<file path="config.mk">
export PLATFORM = sky130hd
export DESIGN_NAME = tick_sched
export DESIGN_NICKNAME = d
export VERILOG_FILES = /design/src/rtl/tick_sched_pkg.sv /design/src/rtl/tick_sched_ch.sv /design/src/rtl/tick_sched.sv
export SDC_FILE = /design/constraint.sdc
export NUM_CORES = 1
export LEC_CHECK = 0
export BUFFER_PORTS_ARGS = -buffer_cell sky130_fd_sc_hd__buf_2
export CORE_ASPECT_RATIO = 0.6
export CORE_MARGIN = 1.5
export CORE_UTILIZATION = 45
export CTS_CLUSTER_DIAMETER = 30
export DETAILED_ROUTE_END_ITERATION = 7
export PLACE_DENSITY = 0.7
export SLEW_MARGIN = 20
export SYNTH_ARGS = -nofsm -noshare
export SYNTH_HDL_FRONTEND = slang
export SYNTH_HIERARCHICAL = 1
export SYNTH_SLANG_ARGS = --single-unit
</file>
<file path="constraint.sdc">
create_clock -name clk -period 4.5 [get_ports clk]
set_input_delay 0.225 -clock clk [delete_from_list [all_inputs] [get_ports clk]]
set_output_delay 0.225 -clock clk [all_outputs]
set_load 0.005 [all_outputs]
</file>
<file path="src/rtl/tick_sched_pkg.sv">
// tick_sched_pkg
//   Shared types and constants for the tick scheduler.
//   - tick_sched_state_t : scheduler state encoding (IDLE/RUN/PAUSE)
//   - S_IDLE/S_RUN/S_PAUSE : the same encodings as plain 2-bit constants
//   - CW_DEF, DW_DEF     : default base-counter and divider widths
//   - ELAPSED_W          : width of the optional elapsed-event counter
//     (present only when TICK_SCHED_ELAPSED_EN is defined)
package tick_sched_pkg;

    typedef enum logic [1:0] {
        ST_IDLE  = 2'd0,
        ST_RUN   = 2'd1,
        ST_PAUSE = 2'd2
    } tick_sched_state_t;

    localparam logic [1:0] S_IDLE  = 2'd0;
    localparam logic [1:0] S_RUN   = 2'd1;
    localparam logic [1:0] S_PAUSE = 2'd2;

    localparam int CW_DEF    = 26;
    localparam int DW_DEF    = 8;
    localparam int ELAPSED_W = 16;

endpackage

</file>
<file path="src/rtl/tick_sched_ch.sv">
// tick_sched_ch
//   One tick channel: divides the shared base event by (div+1).
//   Ports:
//     clk, reset  : system clock, asynchronous active-high reset
//     en          : channel enable (level); low clears the counter
//     clear       : scheduler-wide counter clear (stop / state recovery)
//     wr, wr_div  : divider write strobe and value; a write also clears the counter
//     base_evt    : one-cycle base event from the shared base counter
//     tick        : registered one-cycle channel pulse
module tick_sched_ch #(
    parameter int DW = 8
) (
    input  logic          clk,
    input  logic          reset,
    input  logic          en,
    input  logic          clear,
    input  logic          wr,
    input  logic [DW-1:0] wr_div,
    input  logic          base_evt,
    output logic          tick
);

    logic [DW-1:0] div_q;
    logic [DW-1:0] cnt_q;
    logic          tick_q;

    always_ff @(posedge clk or posedge reset) begin
        if (reset) begin
            div_q  <= '0;
            cnt_q  <= '0;
            tick_q <= 1'b0;
        end else begin
            // Tick is a pulse: it only survives the cycle after a terminal count.
            tick_q <= 1'b0;
            if (wr) begin
                div_q <= wr_div;
            end
            if (clear || wr || !en) begin
                cnt_q <= '0;
            end else if (base_evt) begin
                if (cnt_q == div_q) begin
                    cnt_q  <= '0;
                    tick_q <= 1'b1;
                end else begin
                    cnt_q <= cnt_q + 1'b1;
                end
            end
        end
    end

    assign tick = tick_q;

endmodule

</file>
<file path="src/rtl/tick_sched.sv">
// tick_sched
//   Multi-channel tick scheduler. One programmable base counter produces a base
//   event every (base_max+1) RUN cycles; each channel divides that event by its
//   own divider and emits one-cycle tick pulses usable as clock enables.
//   Optional feature macro: TICK_SCHED_ELAPSED_EN adds a saturating 16-bit
//   count of base events on port 'elapsed'.
//   Ports:
//     clk, reset          : system clock, asynchronous active-high reset
//     base_max            : base interval (period base_max+1 cycles)
//     start/pause/stop    : command pulses, priority stop > pause > start
//     ch_en               : per-channel enable levels
//     cfg_valid/cfg_ready : divider write handshake; transfer when both high.
//                           cfg_ready is high whenever the scheduler is not in
//                           RUN; cfg_ch/cfg_div must be stable while cfg_valid
//                           is high, and a target index >= NUM_CH completes
//                           the handshake without writing anything.
//     cfg_ch, cfg_div     : write target channel and divider value
//     base_tick, tick     : registered base and channel pulses
//     state               : current scheduler state (debug/status)
//     elapsed             : (TICK_SCHED_ELAPSED_EN only) saturating event count
module tick_sched
    import tick_sched_pkg::*;
#(
    parameter int NUM_CH = 4,
    parameter int CW     = CW_DEF,
    parameter int DW     = DW_DEF
) (
    input  logic                                            clk,
    input  logic                                            reset,
    input  logic [CW-1:0]                                   base_max,
    input  logic                                            start,
    input  logic                                            pause,
    input  logic                                            stop,
    input  logic [NUM_CH-1:0]                               ch_en,
    input  logic                                            cfg_valid,
    output logic                                            cfg_ready,
    input  logic [((NUM_CH > 1) ? $clog2(NUM_CH) : 1)-1:0]  cfg_ch,
    input  logic [DW-1:0]                                   cfg_div,
    output logic                                            base_tick,
    output logic [NUM_CH-1:0]                               tick,
    output logic [1:0]                                      state
`ifdef TICK_SCHED_ELAPSED_EN
    ,
    output logic [ELAPSED_W-1:0]                            elapsed
`endif
);

    logic [1:0]    state_q;
    logic [1:0]    state_d;
    logic [CW-1:0] base_cnt;
    logic          base_tick_q;
    logic          run_act;
    logic          base_evt;
    logic          clr_all;
    logic          cfg_fire;

    // ---------------- FSM ----------------
    always_comb begin
        state_d = state_q;
        case (state_q)
            S_IDLE: begin
                // stop and pause outrank start even though both are no-ops here.
                if (!stop && !pause && start) state_d = S_RUN;
            end
            S_RUN: begin
                if (stop)       state_d = S_IDLE;
                else if (pause) state_d = S_PAUSE;
            end
            S_PAUSE: begin
                if (stop)       state_d = S_IDLE;
                else if (pause) state_d = S_RUN;
            end
            default: state_d = S_IDLE;   // illegal encoding recovers to IDLE
        endcase
    end

    always_ff @(posedge clk or posedge reset) begin
        if (reset) state_q <= S_IDLE;
        else       state_q <= state_d;
    end

    // Counting only happens in a RUN cycle that is not leaving RUN; this is what
    // keeps a pause or stop sampled at an edge from firing an event at that edge.
    assign run_act  = (state_q == S_RUN) && !stop && !pause;
    // '>=' lets a mid-run reduction of base_max reload at once instead of wrapping.
    assign base_evt = run_act && (base_cnt >= base_max);
    assign clr_all  = (stop && (state_q != S_IDLE)) || (state_q == 2'd3);

    // ---------------- base counter ----------------
    always_ff @(posedge clk or posedge reset) begin
        if (reset) begin
            base_cnt    <= '0;
            base_tick_q <= 1'b0;
        end else begin
            base_tick_q <= base_evt;
            if (clr_all) begin
                base_cnt <= '0;
            end else if (run_act) begin
                base_cnt <= base_evt ? '0 : base_cnt + 1'b1;
            end
        end
    end

    // ---------------- config decode ----------------
    assign cfg_ready = (state_q != S_RUN);
    assign cfg_fire  = cfg_valid && cfg_ready;

    genvar gi;
    generate
        for (gi = 0; gi < NUM_CH; gi++) begin : g_ch
            logic wr;
            // Only indices below NUM_CH exist, so out-of-range targets match nothing.
            assign wr = cfg_fire && (int'(cfg_ch) == gi);

            tick_sched_ch #(.DW(DW)) u_ch (
                .clk      (clk),
                .reset    (reset),
                .en       (ch_en[gi]),
                .clear    (clr_all),
                .wr       (wr),
                .wr_div   (cfg_div),
                .base_evt (base_evt),
                .tick     (tick[gi])
            );
        end
    endgenerate

`ifdef TICK_SCHED_ELAPSED_EN
    logic [ELAPSED_W-1:0] elapsed_q;

    always_ff @(posedge clk or posedge reset) begin
        if (reset) begin
            elapsed_q <= '0;
        end else if (clr_all) begin
            elapsed_q <= '0;
        end else if (base_evt && (elapsed_q != {ELAPSED_W{1'b1}})) begin
            elapsed_q <= elapsed_q + 1'b1;
        end
    end

    assign elapsed = elapsed_q;
`endif

    assign base_tick = base_tick_q;
    assign state     = state_q;

endmodule
</file>
Word level (Yosys, flattened, before mapping)
Cells that the tools add are included.
- register bits: 97
- word-level logic and storage cells: 103
- order comparisons: 1
- reductions and logical operators: 35
- multiplexer cells: 33
- add/subtract/negate cells: 5
- equal/unequal tests: 14
- operators by type and width (cell ; number):
    $mux W8 ; 12
    $mux W26 ; 3
    $add A8 B1 Y8 const B ; 4
    $eq A8 B8 Y1 ; 4
    $add A26 B1 Y26 const B ; 1
    $ge A26 B26 Y1 ; 1
    $mux W1 ; 12
    $reduce_bool A2 Y1 ; 6
    $logic_and A1 B1 Y1 ; 11
    $mux W2 ; 5
    $logic_or A1 B1 Y1 ; 9
    $eq A2 B2 Y1 const B ; 4
    $logic_not A1 Y1 ; 6
    $ne A3 B3 Y1 const B ; 2
    $pmux W2 S3 ; 1
    $eq A2 B1 Y1 const B ; 2
    $logic_not A2 Y1 ; 2
    $reduce_and A3 Y1 ; 1
    $ne A2 B1 Y1 const B ; 1
    $ne A2 B2 Y1 const B ; 1

Longest topological paths before layout
Gate-level depths: netlist of the first run.
- word-level depth: 7
- mapped depth: 13
- depth with buffers taken out: 13

By module
The synthesis of the first run kept the hierarchy.
- by module, submodules not included (module ; cells an instance ; sequential area each (µm²) ; area an instance (µm²) ; times used):
    tick_sched_ch ; 75 ; 425.4 ; 853.3 ; 4
    tick_sched ; 272 ; 725.7 ; 2227.1 ; 1

Worst setup path before layout of the first run
No wires, ideal clock.
- kind: flip-flop to flip-flop
- from: register base_cnt[23]
- to: register g_ch[0].u_ch.cnt_q[6]
- path slack: 1492 ps
- path buffers: 0
- period minus slack after synthesis: 3008 ps
- data arrival time: 2874 ps
- stages on the path, launching flop included: 13
- cells stage by stage: dfrtp_1 > ha_1 > nand4_1 > nor2_1 > and3_1 > o41a_1 > nor2_1 > a21oi_1 > nor4b_4 > nor2_1 > nand3_1 > xor2_1 > nor2_1
- word-level cells in the longest chain between the ends: 3
- ends and longest elaborated chain (item ; RTL line ; text):
    start, declared ; tick_sched.sv:50 ; logic [CW-1:0] base_cnt;
    start signal, assigned ; tick_sched.sv:99 ; base_cnt <= base_evt ? '0 : base_cnt + 1'b1;
    $ge A26 B26 Y1 ; tick_sched.sv:86 ; assign base_evt = run_act && (base_cnt >= base_max);
    $logic_and A1 B1 Y1 ; tick_sched.sv:86 ;
    net base_evt ; tick_sched.sv:53 ; logic base_evt;
    $reduce_bool A2 Y1 (no line) ; - ;
    end signal, assigned ; tick_sched_ch.sv:45 ; cnt_q <= cnt_q + 1'b1;
    end, declared ; tick_sched_ch.sv:24 ; logic [DW-1:0] cnt_q;
The timed path passes the listed nets, and every way through them passes these cells.
A chain may end at the register's enable or synchronous reset.

Worst setup path after layout of the first run
- from: register base_cnt[23]
- to: register base_cnt[25]
- word-level cells in the longest chain between the ends: 5
- ends and longest elaborated chain (item ; RTL line ; text):
    $ge A26 B26 Y1 ; tick_sched.sv:86 ;
    $logic_and A1 B1 Y1 ; tick_sched.sv:86 ;
    $mux W26 * ; tick_sched.sv:99 ;
    $mux W26 * ; tick_sched.sv:98 ; end else if (run_act) begin
    $mux W26 * ; tick_sched.sv:96 ; if (clr_all) begin
Mark *: on every way between the ends. The rest lies on a longest branch, timed or not. The select of a mux whose other input is x is not followed.

==> results of run 1 <==
==> per-stage QoR <==
stage	worst slack [ps]	std cells	hold slack (ps)	instance area (µm²)
after floorplan	1490	572	151	5640
after global placement	1440	784	380	6090
after detailed placement	1390	784	382	6090
after CTS	1300	800	19.6	6400
after global routing	1080	800	84.6	6410
final	1250	800	12.0	6410
==> sequential cells by signal, summed over array words and instances, names as in the netlist <==
name and flops:
state 2, g_ch.u_ch/cnt_q 32, g_ch.u_ch/div_q 32, g_ch.u_ch/tick 4, base_tick 1, base_cnt 26
==> critical path, cell delays in order (launching register included) <==
cell and delay [ps]:
dfrtp_1 450, ha_1 320, a21o_1 160, a21o_1 160, a211oi_1 750, or4b_4 710, or4_1 540, nand3_1 90
==> per-layer routing <==
| layer | up-vias | GRT usage [%] | part of all wire [%] |
|---|---|---|---|
| met1 | 2107 | 29.9 | 49 |
| met4 | 0 | 5.08 | 1.5 |
| met3 | 18 | 4.01 | 5.9 |
| li1 | 2137 | - | - |
| met5 | - | 0 | 0 |
| met2 | 153 | 28.8 | 43 |
==> worst max path at each step <==
stage,end,slack (ps),cells after the start
2_1_floorplan,g_ch[0].u_ch/cnt_q[6],1490,12
3_3_place_gp,base_cnt[25],1440,7
3_5_place_dp,base_cnt[25],1390,7
4_1_cts,base_cnt[25],1300,7
5_1_grt,g_ch[2].u_ch/cnt_q[6],1080,11
6_report,base_cnt[25],1250,7
==> kinds of logic after synthesis <==
group | count (synthesis)
AO/OA/AOI/OAI | 81
XOR/XNOR | 54
adder cells (fa/ha/maj) | 32
buffers and inverters | 52
flip-flops | 97
multiplexers | 35
AND/OR/NAND/NOR | 221
==> power by group through the flow <==
stage / registers [µW] / logic (µW) / clock network, µW
6_report: 1050 / 344 / 806
5_1_grt: 1070 / 391 / 858
4_1_cts: 1050 / 346 / 818
3_5_place_dp: 1070 / 342 / 0
3_3_place_gp: 1060 / 325 / 0
2_1_floorplan: 1040 / 264 / 0
==> cells in the final DEF (no fill, tap or decap), types with 11 or more instances in the layout <==
| master | synthesis | final |
|---|---|---|
| xor2_1 | 40 | 40 |
| xnor2_1 | 14 | 14 |
| nand3_1 | 53 | 53 |
| nor2_1 | 54 | 54 |
| o311ai_0 | 11 | 11 |
| dfrtp_1 | 97 | 97 |
| o21ai_0 | 22 | 22 |
| mux2_2 | 32 | 32 |
| a21oi_1 | 15 | 14 |
| buf_2 | 2 | 53 |
| nand2_1 | 56 | 56 |
| inv_1 | 41 | 41 |
| ha_1 | 31 | 31 |
==> layout make-up <==
cell class / instances / area [µm²] / share of cell area, %
well taps: 165 / 206 / 3.22
flip-flops and latches: 97 / 2430 / 37.9
clock buffers: 10 / 229 / 3.57
repair buffers: 58 / 303 / 4.72
clock inverters: 6 / 82.6 / 1.29
inverters: 41 / 154 / 2.40
multi-input cells: 423 / 3010 / 46.9
==> results.yml, run 1 <==
floorplanning:
  fp.dieW_um: 148
  coreArea_um2: 12100
  rows: 31
  start_util_pct: 46.5
  pin_count: 54
  dieArea_um2: 13200
  die_height_um: 89.7
power_and_ir_drop:
  p_per_area_nw_per_um2: 344
  power.internal_uw: 1620
  pwr-share-clk_pct: 36.5
  p_comb_share_pct: 15.6
  swShare_pct: 26.6
  ir_drop_mv: 0.187
  power_uw: 2200
  p_leak_uw: 0.00304
  seq_power_share_pct: 47.8
  netSwitchingPower_uw: 587
yosys:
  synthTopCellsByCount: "dfrtp_1 (97), nand2_1 (56), nor2_1 (54)"
  synth_fa_ha_area_share_pct: 7.05
  postSynth.asyncResetShare_pct: 100
  yosys-mux-area-fraction_pct: 6.92
  synthCells: 572
  yosysTopAreaCellShare_pct: 43.0
  ys_top_cells_by_area: "dfrtp_1 (43%), ha_1 (6.9%), mux2_2 (6.4%)"
  yosysTopAreaCell: "dfrtp_1"
  synth_top_family_by_area: "simple AND/OR/NAND/NOR gates"
  synth_edf_count: 0
  synth.net_count: 649
  yosysMostFrequentCell: "dfrtp_1"
  synth_compound_area_share_pct: 9.96
  synth_seq_cells: 97
  syn_area_um2: 5640
  synthXorXnorAreaFrac_pct: 8.39
  yosysWarnings: 6
  ys_types: 46
  yosys.area_share.simple_pct: 20.6
  ys_seq_area_share_pct: 43.0
  ys.flop_type: "dfrtp_1"
  post_synth.cell_area_avg_um2: 9.86
drt:
  viasPerCell: 5.52
  drt_pass1_iterations: 5
  postRouteAntennaNets: 0
  drc: 0
  totalWireLength_um: 12500
  via_count: 4415
  avgRoutedWirePerCell_um: 15.7
  drtIter0Drc: 359
clocking:
  cts.path.max_buffers: 2
  post_cts_resize_count: 0
  h-tree-depth: 3
  clock_latency_ps: 340
  cts_setup_buffers: 0
  clock-sinks: 97
  clkTransAtPathRegs_ps: 70
  numCtsBuffers: 9
  cts_hold_buf: 0
  cts_root_buffer: "clkbuf_16"
  cts_tree: "done"
timing:
  finalCriticalPeriod_ps: 3250
  grt_setup_unrepaired: "no"
  fin_crit_sh_pct: 72.2
  setup_violations: 0
  hold_viol: 0
  worst_slew_pin_slew_ps: 961
  slew_viol_final: 0
  max_clock_freq_ghz: 0.308
  skew_ps: 5.52
  setup_tns_ps: 0
  relSlewSlack_pct: 35.7
setup_path:
  critical_path_arrival_ps: 3530
  r2r_end: "base_cnt[25]"
  cp-start-kind: "flop"
  reg2reg_depth: 7
  critPathRequiredTime_ps: 4770
  worstPathMaxFanout: 23
  critPathCaptureType: "flop"
  startpoint: "base_cnt[23]"
  r2r_start: "base_cnt[23]"
  crit_type: "reg -> reg"
  r2r_slack_ps: 1250
finish:
  finalNetCount: 707
  syn_to_final_growth_pct: 13.7
  post-route-util_pct: 52.8
  layout-drive-gt1-share_pct: 18.7
  n_fill_cell: 1072
  num_antenna_cells: 0
placed_design:
  dpl.hpwl_um: 9330
  port_buffers: 53
  gp_congestion: 0.848
global_route:
  grtUsageTotal_pct: 19.8
  antenna_found_initial: 0
  grt_first_pass_wirelength_um: 20900
  grt_max_degree: 30
  grt_pass1_vias: 4178
  globalRoute.totalOverflow: 0
hold_path:
  hp-class: "in -> async"
flow_run:
  drv_cap: 0
run_status:
  status: "finished clean"
No activity file was read; power rests on OpenSTA's default activity.
==> inputs of run 2 (changes only) <==
Settings changed: ABC_AREA from default to 1.
Clock period 4.5 ns to 3.19 ns, I/O delays scaled along.
==> run 2 against run 1 <==
Final cell count increased by 42%. Via count increased by 28%. Critical path depth increased by 9. Clock-buffer cell count increased by 1. Global-route usage increased by 2.0 points. Largest cell class unchanged.
==> results.yml, run 2 <==
timing:
  worst_slew_pin_slew_ps: 836
  fin_crit_sh_pct: 90.1
  relSlewSlack_pct: 43.9
  setup_violations: 0
  grt_setup_unrepaired: "no"
  skew_ps: 10.8
  hold_viol: 0
  slew_viol_final: 0
  setup_tns_ps: 0
  finalCriticalPeriod_ps: 2870
  worst_hold_slack_ps: 87.8
  max_clock_freq_ghz: 0.348
  setup_slack_ps: 315
floorplanning:
  fp.dieW_um: 159
  pin_count: 54
  rows: 33
  coreArea_um2: 14000
  die_height_um: 96.6
  start_util_pct: 47.1
  dieArea_um2: 15400
clocking:
  clock_latency_ps: 350
  numCtsBuffers: 9
  h-tree-depth: 3
  clock-sinks: 97
  cts_setup_buffers: 0
  clkTransAtPathRegs_ps: 70
  cts_root_buffer: "clkbuf_16"
  cts.path.max_buffers: 2
  cts_tree: "done"
drt:
  drt_pass1_iterations: 5
  drc: 0
  avgRoutedWirePerCell_um: 13.9
  drtIter0Drc: 447
  postRouteAntennaNets: 0
  totalWireLength_um: 15900
  via_count: 5648
  viasPerCell: 4.96
global_route:
  antenna_found_initial: 0
  grt_first_pass_wirelength_um: 26700
  grt_max_degree: 30
  grtUsageTotal_pct: 21.8
  globalRoute.totalOverflow: 0
  grt_pass1_vias: 5209
power_and_ir_drop:
  p_leak_uw: 0.00379
  p_per_area_nw_per_um2: 514
  ir_drop_mv: 0.272
  power_uw: 3760
yosys:
  yosysTopAreaCellShare_pct: 36.9
  synth.net_count: 958
  yosysWarnings: 6
  yosysTopAreaCell: "dfrtp_1"
  ys_top_cells_by_area: "dfrtp_1 (37%), nand2_1 (16%), inv_1 (6.8%)"
  synthTopCellsByCount: "nand2_1 (282), inv_1 (119), dfrtp_1 (97)"
  ys_seq_area_share_pct: 36.9
  postSynth.asyncResetShare_pct: 100
  synth_edf_count: 0
  yosysMostFrequentCell: "nand2_1"
  synth_seq_cells: 97
  synthCells: 881
  post_synth.cell_area_avg_um2: 7.46
  ys.flop_type: "dfrtp_1"
  ys_types: 30
  syn_area_um2: 6580
hold_path:
  hp-class: "in -> reg"
  min_from: "ch_en[0]"
finish:
  num_antenna_cells: 0
  layout_commonest_cell: "nand2_1"
  layout-drive-gt1-share_pct: 17.3
  n_fill_cell: 1377
  largestRegisters: "g_ch.u_ch/cnt_q (32), g_ch.u_ch/div_q (32), base_cnt (26)"
  syn_to_final_growth_pct: 11.3
  post-route-util_pct: 52.4
  final_cell_mix: "nand2_1 (282), inv_1 (118), dfrtp_1 (97)"
  finalNetCount: 1019
placed_design:
  preCtsSetupSlack_ps: 332
  dpl.hpwl_um: 12300
  port_buffers: 53
  gp_congestion: 0.875
setup_path:
  cp_slowest_cell: "dfrtp_1"
  cp-start-kind: "flop"
  critical_path_arrival_ps: 3100
  crit_type: "reg -> reg"
  crit_top_cell: "nand2_1"
  r2r_start: "base_cnt[9]"
  critPathRequiredTime_ps: 3420
  worstPathMaxFanout: 9
  startpoint: "base_cnt[9]"
  r2r_slack_ps: 320
  critPathCaptureType: "flop"
  critical-path-max-stage-delay_ps: 460
  path_cells: "ha_1, nand2_1, nor2_1, nand3_1, nand2_1, nor2_1, nor2_1, nor2_2, nand2_1, nand2_1, clkinvlp_4, inv_1, nand2_4, nand2_1, xor2_1, a21oi_1"
run_status:
  status: "finished clean"
flow_run:
  drv_cap: 0
==> run 2: timing repair <==
action,CTS,global route
hold buffers,1,0
resized for setup,0,1
endpoints found under the hold margin,97,0
setup endpoints to repair,0,7
==> run 2: where the power goes <==
part	total (µW)	switching (µW)	leakage, µW	internal [µW]
registers	1610	158	0.00129	1450
clock network	1110	491	0.000141	616
logic	1040	643	0.00236	398
total	3760	1290	0.00379	2470
==> run 2: area by class of cell <==
cell class	count	area, µm²	share of cell area, %
inverter	140	532	7.27
clock inverter	5	63.8	0.872
sequential	97	2430	33.2
timing repair buffer	63	343	4.69
clock buffer	11	233	3.18
tap	192	240	3.28
multi-input combinational	631	3480	47.5
==> run 2: critical path, delay by kind of cell (launching register included) <==
family          cells  cell delay, ps
buf+inv             2             440
xor+xnor            1             170
flops               1             460
compound gates      1              60
fa+ha+maj           1             320
simple gates       11            1300
==> run 2: metrics by stage <==
stage	instance area [µm²]	std cells
3_5_place_dp	7010	1122
3_3_place_gp	7010	1122
6_report	7320	1139
5_1_grt	7320	1139
4_1_cts	7310	1139
2_1_floorplan	6580	881
==> run 2: cell families (layout without fill, tap and decap cells) <==
group	Yosys count	after routing	synth area share, %
simple gates	474	474	33.1
buf+inv	153	219	10.2
flops	97	97	36.9
compound gates	63	63	4.91
xor+xnor	47	47	6.26
fa+ha+maj	31	31	5.90
mux	16	16	2.74
==> run 2: metal layers <==
layer | vias up | share of wire [%] | GRT usage, % | wire length (µm)
met5 | - | 0 | 0 | 0
met4 | 0 | 0.76 | 4.35 | 120
met3 | 9 | 5.3 | 4.97 | 840
met2 | 143 | 38 | 28.9 | 6010
met1 | 2598 | 56 | 35.1 | 8910
li1 | 2898 | - | - | -
==> run 2: worst paths after layout <==
| path | endpoint | cells after the start |
|---|---|---|
| hold / removal | g_ch[0].u_ch/tick | 3 |
| setup reg to reg | g_ch[1].u_ch/cnt_q[3] | 16 |
| min in group asynchronous | g_ch[1].u_ch/div_q[6] | 3 |
| hold reg to reg | g_ch[1].u_ch/div_q[7] | 1 |
| setup / recovery | g_ch[1].u_ch/cnt_q[3] | 16 |
| max in group asynchronous | g_ch[3].u_ch/cnt_q[2] | 3 |
